[config.mk]
export PLATFORM = sky130hd
export DESIGN_NAME = de_hazard_stage
export DESIGN_NICKNAME = d
export VERILOG_FILES = /design/src/rtl/de_hazard_stage.sv
export SDC_FILE = /design/constraint.sdc
export NUM_CORES = 2
export LEC_CHECK = 0
export BUFFER_PORTS_ARGS = -buffer_cell sky130_fd_sc_hd__buf_2
export CORE_MARGIN = 2
export CORE_UTILIZATION = 40
export DETAILED_ROUTE_END_ITERATION = 8
export PLACE_DENSITY_LB_ADDON = 0.05
export SLEW_MARGIN = 20
export SYNTH_ARGS = -nofsm -noshare
export SYNTH_HDL_FRONTEND = slang
export SYNTH_SLANG_ARGS = --single-unit
[constraint.sdc]
create_clock -name clk -period 3.8 [get_ports clk]
set_input_delay 0.19 -clock clk [delete_from_list [all_inputs] [get_ports clk]]
set_output_delay 0.19 -clock clk [all_outputs]
set_load 0.05 [all_outputs]
[src/rtl/de_hazard_stage.sv]
// de_hazard_stage: RV32I decode stage with register file, busy-bit
// scoreboard and RAW/WAW hazard stall toward fetch.
// Optional feature: define WB_BYPASS_EN to forward same-cycle writeback
// data into decode and to treat that source as already available.
module de_hazard_stage #(
  parameter int DBITS = 32,
  parameter int REGS  = 32
) (
  input  logic                  clk,
  input  logic                  reset,
  input  logic [32+3*DBITS:0]   fe_latch_in,
  input  logic                  br_taken,
  input  logic                  wb_we,
  input  logic [4:0]            wb_rd,
  input  logic [DBITS-1:0]      wb_data,
  output logic                  stall_to_fe,
  output logic [10+6*DBITS:0]   de_latch_out
);

  typedef enum logic [3:0] {
    OP_ALU_R   = 4'd0,
    OP_ALU_I   = 4'd1,
    OP_LOAD    = 4'd2,
    OP_STORE   = 4'd3,
    OP_BRANCH  = 4'd4,
    OP_JAL     = 4'd5,
    OP_JALR    = 4'd6,
    OP_LUI     = 4'd7,
    OP_AUIPC   = 4'd8,
    OP_ILLEGAL = 4'd15
  } op_e;

  typedef struct packed {
    logic             valid;
    logic [31:0]      inst;
    logic [DBITS-1:0] pc;
    logic [DBITS-1:0] pcplus;
    logic [DBITS-1:0] inst_count;
  } fe_t;

  typedef struct packed {
    logic             valid;
    logic [3:0]       op;
    logic [DBITS-1:0] rs1val;
    logic [DBITS-1:0] rs2val;
    logic [DBITS-1:0] imm;
    logic [4:0]       rd;
    logic             wr_en;
    logic [DBITS-1:0] pc;
    logic [DBITS-1:0] pcplus;
    logic [DBITS-1:0] inst_count;
  } de_t;

  fe_t              fe;
  de_t              de_d, de_q;
  logic [DBITS-1:0] rf [REGS];
  logic [REGS-1:0]  busy, busy_nxt;

  logic [6:0]       opc, funct7;
  logic [2:0]       f3;
  logic [4:0]       rs1, rs2, rd;
  op_e              op;
  logic             use_rs1, use_rs2, writes, wr_en;
  logic [31:0]      imm32;
  logic             byp1, byp2;
  logic [DBITS-1:0] rs1_val, rs2_val;
  logic             rs1_busy, rs2_busy, rd_busy, hazard, issue;

  assign fe     = fe_t'(fe_latch_in);
  assign opc    = fe.inst[6:0];
  assign f3     = fe.inst[14:12];
  assign funct7 = fe.inst[31:25];
  assign rs1    = fe.inst[19:15];
  assign rs2    = fe.inst[24:20];
  assign rd     = fe.inst[11:7];

  // Opcode/funct decode into op class, operand usage and immediate.
  always_comb begin
    op      = OP_ILLEGAL;
    use_rs1 = 1'b0;
    use_rs2 = 1'b0;
    writes  = 1'b0;
    imm32   = '0;
    case (opc)
      7'b0110011: if (funct7 == 7'h00 ||
                      (funct7 == 7'h20 && (f3 == 3'b000 || f3 == 3'b101))) begin
        op = OP_ALU_R; use_rs1 = 1'b1; use_rs2 = 1'b1; writes = 1'b1;
      end
      7'b0010011: if (!(f3 == 3'b001 && funct7 != 7'h00) &&
                      !(f3 == 3'b101 && funct7 != 7'h00 && funct7 != 7'h20)) begin
        op = OP_ALU_I; use_rs1 = 1'b1; writes = 1'b1;
      end
      7'b0000011: if (f3 != 3'b011 && f3 != 3'b110 && f3 != 3'b111) begin
        op = OP_LOAD; use_rs1 = 1'b1; writes = 1'b1;
      end
      7'b0100011: if (f3 < 3'b011) begin
        op = OP_STORE; use_rs1 = 1'b1; use_rs2 = 1'b1;
      end
      7'b1100011: if (f3 != 3'b010 && f3 != 3'b011) begin
        op = OP_BRANCH; use_rs1 = 1'b1; use_rs2 = 1'b1;
      end
      7'b1101111: begin op = OP_JAL; writes = 1'b1; end
      7'b1100111: if (f3 == 3'b000) begin
        op = OP_JALR; use_rs1 = 1'b1; writes = 1'b1;
      end
      7'b0110111: begin op = OP_LUI;   writes = 1'b1; end
      7'b0010111: begin op = OP_AUIPC; writes = 1'b1; end
      default:    op = OP_ILLEGAL;
    endcase

    case (op)
      OP_ALU_I, OP_LOAD, OP_JALR:
        imm32 = {{20{fe.inst[31]}}, fe.inst[31:20]};
      OP_STORE:
        imm32 = {{20{fe.inst[31]}}, fe.inst[31:25], fe.inst[11:7]};
      OP_BRANCH:
        imm32 = {{19{fe.inst[31]}}, fe.inst[31], fe.inst[7], fe.inst[30:25],
                 fe.inst[11:8], 1'b0};
      OP_LUI, OP_AUIPC:
        imm32 = {fe.inst[31:12], 12'b0};
      OP_JAL:
        imm32 = {{11{fe.inst[31]}}, fe.inst[31], fe.inst[19:12], fe.inst[20],
                 fe.inst[30:21], 1'b0};
      default:
        imm32 = '0;
    endcase
  end

  assign wr_en = writes && (rd != 5'd0);

`ifdef WB_BYPASS_EN
  assign byp1 = wb_we && (wb_rd == rs1) && (rs1 != 5'd0);
  assign byp2 = wb_we && (wb_rd == rs2) && (rs2 != 5'd0);
`else
  assign byp1 = 1'b0;
  assign byp2 = 1'b0;
`endif

  // Operand read: x0 reads zero, optional forward from the writeback port.
  always_comb begin
    rs1_val = (rs1 == 5'd0) ? '0 : rf[rs1];
    rs2_val = (rs2 == 5'd0) ? '0 : rf[rs2];
    if (byp1) rs1_val = wb_data;
    if (byp2) rs2_val = wb_data;
  end

  // Hazard detect. The destination is free if its old producer retires
  // this cycle: the new busy set lands on the same edge and wins.
  always_comb begin
    rs1_busy    = busy[rs1] && !byp1;
    rs2_busy    = busy[rs2] && !byp2;
    rd_busy     = busy[rd] && !(wb_we && (wb_rd == rd));
    hazard      = (use_rs1 && rs1_busy) || (use_rs2 && rs2_busy) ||
                  (wr_en && rd_busy);
    stall_to_fe = reset && fe.valid && !br_taken && hazard;
    issue       = fe.valid && !br_taken && !stall_to_fe && wr_en;
  end

  // Build the decoded latch image; invalid fetch becomes an all-zero bubble.
  always_comb begin
    de_d = '0;
    if (fe.valid) begin
      de_d.valid      = 1'b1;
      de_d.op         = op;
      de_d.rs1val     = use_rs1 ? rs1_val : '0;
      de_d.rs2val     = use_rs2 ? rs2_val : '0;
      de_d.imm        = DBITS'($signed(imm32));
      de_d.rd         = writes ? rd : 5'd0;
      de_d.wr_en      = wr_en;
      de_d.pc         = fe.pc;
      de_d.pcplus     = fe.pcplus;
      de_d.inst_count = fe.inst_count;
    end
  end

  // Scoreboard update: clear on writeback, then set for the issuing producer.
  always_comb begin
    busy_nxt = busy;
    if (wb_we) busy_nxt[wb_rd] = 1'b0;
    if (issue) busy_nxt[rd]    = 1'b1;
    busy_nxt[0] = 1'b0;
  end

  // Decode latch: flush or stall inject a bubble.
  always_ff @(posedge clk or negedge reset) begin
    if (!reset)                        de_q <= '0;
    else if (br_taken || stall_to_fe)  de_q <= '0;
    else                               de_q <= de_d;
  end

  // Scoreboard register.
  always_ff @(posedge clk or negedge reset) begin
    if (!reset) busy <= '0;
    else        busy <= busy_nxt;
  end

  // Register file write port; x0 is never written.
  always_ff @(posedge clk or negedge reset) begin
    if (!reset) begin
      for (int i = 0; i < REGS; i++) rf[i] <= '0;
    end else if (wb_we && (wb_rd != 5'd0)) begin
      rf[wb_rd] <= wb_data;
    end
  end

  assign de_latch_out = de_q;

endmodule

==> flow_summary.toml <==
[status]
outcome = "complete, no violations"

[critical_path]
critPathMaxStageDelay_ns = 0.58
crit_top_cell = "buf_2"
crit_path_start_kind = "input port"
cp_num_buf_inv = 3
crit_path_end_kind = "primary output"
worstPathCellList = "dlygate4sd3_1, buf_2, or4_1, o311ai_1, and2_1, o32a_1, o21bai_1, a31oi_1, nor3b_1, buf_2"
path_delay_family = "simple AND/OR/NAND/NOR gates"
timing.setup.critical_path_class = "input port to primary output"
cp_max_fo = 4
worst-endpoint-required_ns = 3.61
critical_path.slowest_cell = "or4_1"
timing.critical_path.arrival_ns = 3.17

[clock_network]
cts-buffers-inserted = 150
cts.reportedPaths.clkPinSlew_ns = 0.06
clock_latency_ns = 0.79
cts-resized-gates = 0
clkSinkCount = 1258
clk_root_buffer_cell = "clkbuf_16"
cts-htree-levels = 4
max-clock-path-buffers = 3
cts_tree = "done"

[place]
dp_hpwl_um = 106000
gpl.final_weighted_congestion = 0.790
pre_cts_ws_ns = 0.513
port_bufs = 373

[sta]
grt_setup_unrepaired = "false"
timing.final.ws_setup_ns = 0.445
period_minus_slack_ns = 3.36
final_max_slew_viol_count = 0
fin_crit_sh_pct = 88.3
finalSetupViolCount = 0
hold_viol = 0
finClkSkew_ns = 0.0277
max_transition_margin_pct = 24.8
maxClockFrequency_mhz = 298
worst_slew_pin_slew_ns = 1.13
final.setup.tns_ns = 0

[finish]
nets = 4414
area.growth.synth_to_final_pct = 16.8
post_route_cells_drive_above_1_share_pct = 55.0

[yosys]
postSynthRegisterBits = 1258
yosys.area_share.simple_pct = 3.17
synth_compound_gate_area_share_pct = 1.29
postSynthCellCount = 3922
synth_warnings = 0
synth_top_family_by_area = "multiplexers"
synth_enable_flop_cells = 0
mappedNetlistNets = 4092
post_synth_fa_ha_maj_area_fraction_pct = 0
yosys-mux-area-fraction_pct = 42.6
yosys_most_used_dff = "dfrtp_1"
synth_cell_types = 60
synth_area_per_cell_um2 = 16.0
synthXorXnorAreaFrac_pct = 0.0836
syn_area_um2 = 62900
synth-async-reset-ratio_pct = 100
synth.yosys.seq_area_share_pct = 50.1

[pwr]
cellPowerDensity_nw_per_um2 = 525
power_leakage_uw = 0.0324
worst_vdd_drop_mv = 0.477

[routing]
detailedRoute.firstPassIterationCount = 5
avgRoutedWirePerCell_um = 30.3
drt_iter0_markers = 2743
vias = 38000
detail_route.wirelength_um = 195000
drtAntennaViolNets = 0
post-route-drc-count = 0
drt-vias-per-instance = 5.92

[floorplan]
placementRows = 145
die-height_um = 400
fp.dieW_um = 400
initial_core_util_pct = 40.2
die_area_um2 = 160000
num_io_pins = 374
placeableCoreArea_um2 = 156000

[hold_path]
worst_hold_path_type = "input port to flip-flop"

[flow_run]
max-cap-violations = 0

[global_route]
globalRouteTotalUtil_pct = 24.5
globalRouteMet1Util_pct = 34.9
grt_first_pass_wirelength_um = 288000
vias_in_the_first_global_route = 40100
grt_use_met3_pct = 4.03
grt.busiest_layer = "met2"
met2_usage_pct = 39.0
grt_start_max_net_pins = 158
grt_remaining_overflow = 0
antenna_found_initial = 9
[per-stage QoR]
stage,cell area (um^2),std cells,hold WS [ns],power [uW],util (%)
detailed placement,67000,6010,0.213,24100,42.9
global route,73500,6422,0.0522,40300,47.0
CTS,73400,6420,0.00425,39100,47.0
floorplan,62900,3922,-0.106,22000,-
finish,73500,6423,0.0544,38600,47.0
global placement,67000,6009,0.203,23900,42.9
[sequential cells by signal (all words and copies together), names as in the netlist]
name and count:
busy 31, de_latch_out 203, rf 1024
[layout by cell type, fill, tap and decap left out, drive strengths merged, types with 3 or more instances in the layout]
master and count:
or3 3, mux2i 88, mux4 652, nand2 60, a22oi 5, nand3 8, nand2b 4, dfrtp 1258
nor3b 5, a21oi 25, clkinv 21, dlygate4sd3 139, nor3 71, a21o 5, clkbuf 236, and3b 3
xor2 5, mux2 995, nor2 37, nand4b 3, inv 9, nand3b 8, a221oi 3, o21ai 57
and2 101, nor2b 7, buf 466, or3b 6, o22ai 10, nor4 8, bufinv 10, or2 5
or4 3, and3 15
[final timing paths]
check	from	end	slack (ns)	cells past startpoint
max in group asynchronous	reset	de_latch_out[103]	1.40	5
max reg2reg	busy[15]	busy[15]	0.76	7
min reg2reg	rf[1020]	rf[1020]	0.39	0
min	wb_data[21]	rf[213]	0.05	2
min in group asynchronous	reset	rf[897]	0.55	3
max	fe_latch_in[121]	stall_to_fe	0.44	10
[metal layers]
layer	vias up	wire length [um]
met4	6	4210
met1	21100	88400
met5	-	35
li1	15700	-
met2	944	93100
met3	249	9070
[power by group]
group	internal, uW	total (uW)	switching, uW
combinational	4290	6950	2660
clock	8860	14700	5840
sequential	15500	17000	1430
total	28700	38600	9920
[logic make-up after synthesis]
| kind of cell | Yosys count |
|---|---|
| XOR/XNOR | 6 |
| buffers and inverters | 440 |
| AO/OA/AOI/OAI | 132 |
| AND/OR/NAND/NOR | 351 |
| flip-flops | 1258 |
| multiplexers | 1735 |
[area by class of cell]
cell class | instances | area [um^2]
Fill cell | 13600 | 82700
Sequential cell | 1258 | 31500
Multi-Input combinational cell | 2224 | 29900
Clock buffer | 236 | 4540
Timing Repair Buffer | 605 | 4460
Tap cell | 2058 | 2570
Clock inverter | 35 | 485
Inverter | 5 | 23.8
Antenna cell | 2 | 5.00
[cells in the mapped netlist (3+ instances only)]
master | number | share of area (%)
and3b_1 | 3 | 0.042
o21ai_1 | 3 | 0.024
nand2b_1 | 4 | 0.040
or4_1 | 3 | 0.036
or3b_2 | 6 | 0.084
nor3_2 | 16 | 0.25
clkbuf_1 | 301 | 1.8
a21o_1 | 5 | 0.060
o22ai_1 | 10 | 0.10
buf_4 | 3 | 0.036
or2_2 | 5 | 0.050
nand3_1 | 8 | 0.064
nor3_1 | 55 | 0.44
buf_2 | 33 | 0.26
nor2_1 | 37 | 0.22
buf_6 | 8 | 0.14
xor2_1 | 5 | 0.070
o21ai_0 | 54 | 0.43
and3_1 | 15 | 0.15
mux2i_1 | 88 | 1.4
nor3b_1 | 5 | 0.060
buf_1 | 90 | 0.54
mux4_2 | 652 | 23
nand3b_1 | 8 | 0.096
a221oi_1 | 3 | 0.042
or3_1 | 3 | 0.030
nand4b_1 | 3 | 0.042
and2_1 | 101 | 1.0
nor4_1 | 8 | 0.080
a22oi_1 | 5 | 0.060
a21oi_1 | 25 | 0.20
dfrtp_1 | 1258 | 50
nor2b_1 | 7 | 0.070
nand2_1 | 60 | 0.36
mux2_2 | 995 | 18
inv_1 | 4 | 0.024
[timing repair]
item | 4_1_cts | 5_1_grt
endpoints found under the setup margin | 0 | 0
endpoints found under the hold margin | 313 | 0
hold buffers | 139 | 0
buffers inserted | 0 | 0
(Power assumes the default switching activity.)
